[config.mk]
export PLATFORM = sky130hd
export DESIGN_NAME = id_ex_stage
export DESIGN_NICKNAME = d
export VERILOG_FILES = /design/src/rtl/id_ex_stage.sv
export SDC_FILE = /design/constraint.sdc
export NUM_CORES = 1
export LEC_CHECK = 0
export ABC_AREA = 0
export CAP_MARGIN = 20
export CORE_AREA = 2 2 159 161
export CTS_BUF_LIST = sky130_fd_sc_hd__clkbuf_2 sky130_fd_sc_hd__clkbuf_4 sky130_fd_sc_hd__clkbuf_8
export CTS_CLUSTER_SIZE = 8
export DETAILED_ROUTE_END_ITERATION = 6
export DIE_AREA = 0 0 161 163
export PLACE_DENSITY_LB_ADDON = 0.1
export SYNTH_ARGS = -nofsm -noshare
export SYNTH_HDL_FRONTEND = slang
export SYNTH_SLANG_ARGS = --single-unit
[constraint.sdc]
create_clock -name clk -period 10.11 [get_ports clk]
set_clock_uncertainty 0.05 [all_clocks]
set_input_delay 2.022 -clock clk [delete_from_list [all_inputs] [get_ports clk]]
set_output_delay 2.022 -clock clk [all_outputs]
set_load 0.02 [all_outputs]
[src/rtl/id_ex_stage.sv]
// Decode-to-execute pipeline register: register-file read, RAW hazard interlock, MEM/WB bypass.
// Define ID_EX_BYPASS_EN to enable the bypass muxes; otherwise dependents stall until retirement.
module id_ex_stage #(
  parameter int unsigned XLEN   = 32,
  parameter int unsigned CTRL_W = 16
) (
  input  logic              clk,
  input  logic              rst,
  input  logic              in_valid,
  output logic              in_ready,
  input  logic [XLEN-1:0]   in_pc,
  input  logic [XLEN-1:0]   in_imm,
  input  logic [4:0]        in_rs1,
  input  logic [4:0]        in_rs2,
  input  logic [4:0]        in_rd,
  input  logic              in_use_rs1,
  input  logic              in_use_rs2,
  input  logic              in_rd_we,
  input  logic              in_is_load,
  input  logic [CTRL_W-1:0] in_ctrl,
  output logic [4:0]        rf_a1,
  output logic [4:0]        rf_a2,
  input  logic [XLEN-1:0]   rf_d1,
  input  logic [XLEN-1:0]   rf_d2,
  input  logic [4:0]        mem_rd,
  input  logic              mem_we,
  input  logic              mem_is_load,
  input  logic [XLEN-1:0]   mem_wd,
  input  logic [4:0]        wb_rd,
  input  logic              wb_we,
  input  logic [XLEN-1:0]   wb_wd,
  input  logic              flush,
  output logic              out_valid,
  input  logic              out_ready,
  output logic [XLEN-1:0]   out_pc,
  output logic [XLEN-1:0]   out_op1,
  output logic [XLEN-1:0]   out_op2,
  output logic [XLEN-1:0]   out_imm,
  output logic [4:0]        out_rd,
  output logic              out_rd_we,
  output logic              out_is_load,
  output logic [CTRL_W-1:0] out_ctrl
);

  logic            adv;
  logic            live1, live2;
  logic            haz1, haz2;
  logic            capture;
  logic [XLEN-1:0] op1, op2;

  assign rf_a1 = in_rs1;
  assign rf_a2 = in_rs2;

  always_comb begin
    live1 = in_use_rs1 && (in_rs1 != 5'd0);
    live2 = in_use_rs2 && (in_rs2 != 5'd0);
`ifdef ID_EX_BYPASS_EN
    // Only results that cannot be bypassed yet block issue.
    haz1 = live1 && ((out_valid && out_rd_we && (out_rd == in_rs1)) ||
                     (mem_we && mem_is_load && (mem_rd == in_rs1)));
    haz2 = live2 && ((out_valid && out_rd_we && (out_rd == in_rs2)) ||
                     (mem_we && mem_is_load && (mem_rd == in_rs2)));
`else
    // Any in-flight writer blocks issue until the register file holds its result.
    haz1 = live1 && ((out_valid && out_rd_we && (out_rd == in_rs1)) ||
                     (mem_we && (mem_rd == in_rs1)) ||
                     (wb_we && (wb_rd == in_rs1)));
    haz2 = live2 && ((out_valid && out_rd_we && (out_rd == in_rs2)) ||
                     (mem_we && (mem_rd == in_rs2)) ||
                     (wb_we && (wb_rd == in_rs2)));
`endif
  end

  assign adv      = !out_valid || out_ready;
  assign in_ready = adv && !haz1 && !haz2 && !flush;
  assign capture  = in_valid && in_ready;

  always_comb begin
    op1 = rf_d1;
    op2 = rf_d2;
`ifdef ID_EX_BYPASS_EN
    // WB bypass is required: the RF write lands on the capture edge, so rf_dN is stale.
    if (live1) begin
      if (mem_we && !mem_is_load && (mem_rd == in_rs1)) op1 = mem_wd;
      else if (wb_we && (wb_rd == in_rs1))               op1 = wb_wd;
    end
    if (live2) begin
      if (mem_we && !mem_is_load && (mem_rd == in_rs2)) op2 = mem_wd;
      else if (wb_we && (wb_rd == in_rs2))               op2 = wb_wd;
    end
`endif
    if (in_rs1 == 5'd0) op1 = '0;
    if (in_rs2 == 5'd0) op2 = '0;
  end

`ifndef ID_EX_BYPASS_EN
  logic unused_bypass;
  assign unused_bypass = ^{mem_wd, wb_wd, mem_is_load};
`endif

  always_ff @(posedge clk or posedge rst) begin
    if (rst) begin
      out_valid   <= 1'b0;
      out_pc      <= '0;
      out_op1     <= '0;
      out_op2     <= '0;
      out_imm     <= '0;
      out_rd      <= '0;
      out_rd_we   <= 1'b0;
      out_is_load <= 1'b0;
      out_ctrl    <= '0;
    end else if (flush) begin
      out_valid <= 1'b0;
    end else if (capture) begin
      out_valid   <= 1'b1;
      out_pc      <= in_pc;
      out_op1     <= op1;
      out_op2     <= op2;
      out_imm     <= in_imm;
      out_rd      <= in_rd;
      out_rd_we   <= in_rd_we;
      out_is_load <= in_is_load;
      out_ctrl    <= in_ctrl;
    end else if (adv) begin
      // Consumed without refill, or bubble: payload holds, valid drops.
      out_valid <= 1'b0;
    end
  end

endmodule

==> reports/results.ini <==
[logic_synthesis]
synthTopCellsByArea=dfrtp_1 58%, mux2_2 9.8%, o2bb2ai_1 8.5%
synth-adder-area-share_pct=0
avgSynthCellArea_um2=13.6
synth_top_family_by_area=multiplexers
synthMostInstantiatedCell=dfrtp_1
synth-seq-cells=152
synth_compound_area_share_pct=9.31
synth_xor_area_share_pct=4.00
synth_ff_type=dfrtp_1
syn_area_um2=6580
syn_nets=728
synth_simple_gate_area_share_pct=7.94
synth.largest_area_cell=dfrtp_1
syn_inst=483
yosys_warnings=0
ys_types=27
synthArstFlopShare_pct=100
synth_top_cell_area_share_pct=57.8
ys_seq_area_share_pct=57.8
synth-edff-count=0
synth_mux_area_share_pct=16.6
synthTopCellsByCount=152 x dfrtp_1, 64 x nand4_1, 64 x o2bb2ai_1, 57 x mux2_2, 30 x mux2_4

[clock_network]
clk-insertion-delay-late_ns=0.45
cts_max_level=4
cts_hold_buf=0
root_buffer=clkbuf_8
cts_inserted_buffers=17
clk_path_buf_depth=2
post-cts-setup-buffer-count=0
cts_tree=done
numClockSinks=152
cts_resized=0
clk_pin_slew_ns=0.09

[timing]
whs_ns=0.445
fin_setup_tns_ns=0
fmax_mhz=145
rsz0062_at_grt=no
period_minus_slack_ns=6.88
slew_viol_final=0
max_slew_margin_pct=27.6
hold_viol=0
setup_viol_count_final=0
finalCritPeriodShare_pct=68.0
worst_pin_slew_ns=1.08

[route]
drc_errors=0
met1_length_um=8890
vias=5310
drt_iter0_drc=270
drt-total-wl_um=21900
first_pass_iters=4
top_layer_used=met4
avgViaCountPerCell=4.65
wl_met2_um=10600
met3_length_um=1950
wl_per_cell_um=19.1
ant_nets=0

[cells_and_area]
design_area_um2=10600
final_nets=1044
area_delta_synth_final_pct=61.8
final_cells=1142
diodes=0
drive_gt1_share_pct=16.4

[grt]
antenna_found_initial=0
grt_pass1_wl_um=33800
overflow=0
grt_max_degree=80
first_global_vias=5846
globalRouteTotalUtil_pct=16.7

[status]
run_status=complete, no violations

[power_and_ir_drop]
leakagePower_nw=4.25
p_per_area_nw_per_um2=189
total_power_mw=2.02
peakVddDrop_v=0.0000817

[setup_path]
r2r_start=out_rd[4]
cp.required_ns=8.04
path_max_fanout=33
startpoint_type=input pin
path_buf_inv=2
critPathKind=input pin to output port
path_depth=7
cpMaxStageDelayCell=nand2_1
reg2regPathDepth=8
cp_top_family=buffers and inverters
setup.worst_path.end=in_ready
worstSetupStartpoint=in_rs2[1]
path_cells=clkdlybuf4s50_1 -> nor3_1 -> nand2_1 -> a21oi_1 -> a21oi_4 -> nor2_1 -> clkdlybuf4s50_1
ff2ff_setup_slack_ns=6.50
r2r-end=out_pc[7]
end_kind=output port
arrival_ns=4.80
slowest_delay_ns=0.66
cp_common_cell=clkdlybuf4s50_1

[placed_design]
gp_congestion=0.781
io_buffers=342
dp_hpwl_um=15500
dpl.cell_count=1109
dpl_cell_area_um2=10200

[job]
maxCapViolations=0

[die]
die_w_um=161
ioPinCount=408
fp.coreArea_um2=24700
rows=58
die_y_um=163
start_util_pct=26.6
dieArea_um2=26200

[min_path]
hold_class=flop to flop

worst min-delay path by stage:
stage	to	startpoint	cells past startpoint	slack, ns
global route	out_op1[13]	out_op1[13]	1	0.46
CTS	out_op1[30]	out_op1[30]	1	0.45
global placement	out_op1[28]	out_op1[28]	1	0.42
detailed placement	out_op1[8]	out_op1[8]	1	0.42
floorplan	out_op1[28]	out_op1[28]	1	0.55
finish	out_op2[5]	out_op2[5]	1	0.45
logic make-up after synthesis:
group,after synthesis
DFF,152
muxes,87
and+or+nand+nor,87
AOI/OAI and AO/OA,72
buffers and inverters,55
xor gates and xnor gates,30
metal layers:
layer / vias up / track usage [%]
li1: 2450 / -
met2: 233 / 27.8
met5: - / 0
met4: 0 / 5.03
met1: 2605 / 19.9
met3: 22 / 6.70
state kept, by name (all words and copies together), names as in the netlist:
| register | flops |
|---|---|
| out_op1 | 32 |
| out_rd | 5 |
| out_is_load | 1 |
| out_imm | 32 |
| out_rd_we | 1 |
| out_ctrl | 16 |
| out_valid | 1 |
| out_pc | 32 |
| out_op2 | 32 |
cell type report:
class | count | area [um^2]
clock buffers | 17 | 234
clock inverters | 15 | 161
fillers | 2309 | 14000
inverters | 1 | 8.76
multi-input cells | 276 | 2500
flip-flops and latches | 152 | 3800
well taps | 330 | 413
repair buffers | 351 | 3510
metrics by stage:
step	util, %	setup slack, ns
2_1_floorplan	-	3.94
3_3_place_gp	41.4	3.21
3_5_place_dp	41.4	3.24
4_1_cts	43.0	3.22
5_1_grt	43.1	3.08
6_report	43.1	3.23
worst register-to-register path, cell delays in order (launching register included):
cell and delay [ns]:
dfrtp_1 0.46, xor2_1 0.16, nor4_1 0.07, a32oi_1 0.28, a21oi_4 0.09, buf_4 0.34, and3b_4 0.68, buf_4 0.85
mux2_2 0.51
power by group:
part	internal, mW	switching, mW	leakage (nW)
clock network	0.207	0.273	0.202
logic	0.395	0.339	2.23
registers	0.730	0.0724	1.83
cells in the final DEF, fill, tap and decap left out, types with 2 or more instances in the layout:
master	instances
nor2_1	5
a21oi_1	2
o2bb2ai_1	64
clkinv_2	2
nand2b_1	2
inv_6	6
mux2_2	57
nand4_1	64
nor3_1	2
xnor2_1	4
a32oi_1	2
clkbuf_8	17
mux2_4	30
nor4_1	6
buf_4	7
inv_8	4
clkdlybuf4s50_1	342
dfrtp_1	152
nand2_1	4
xor2_1	26
Power figures use the tool's default switching activity.
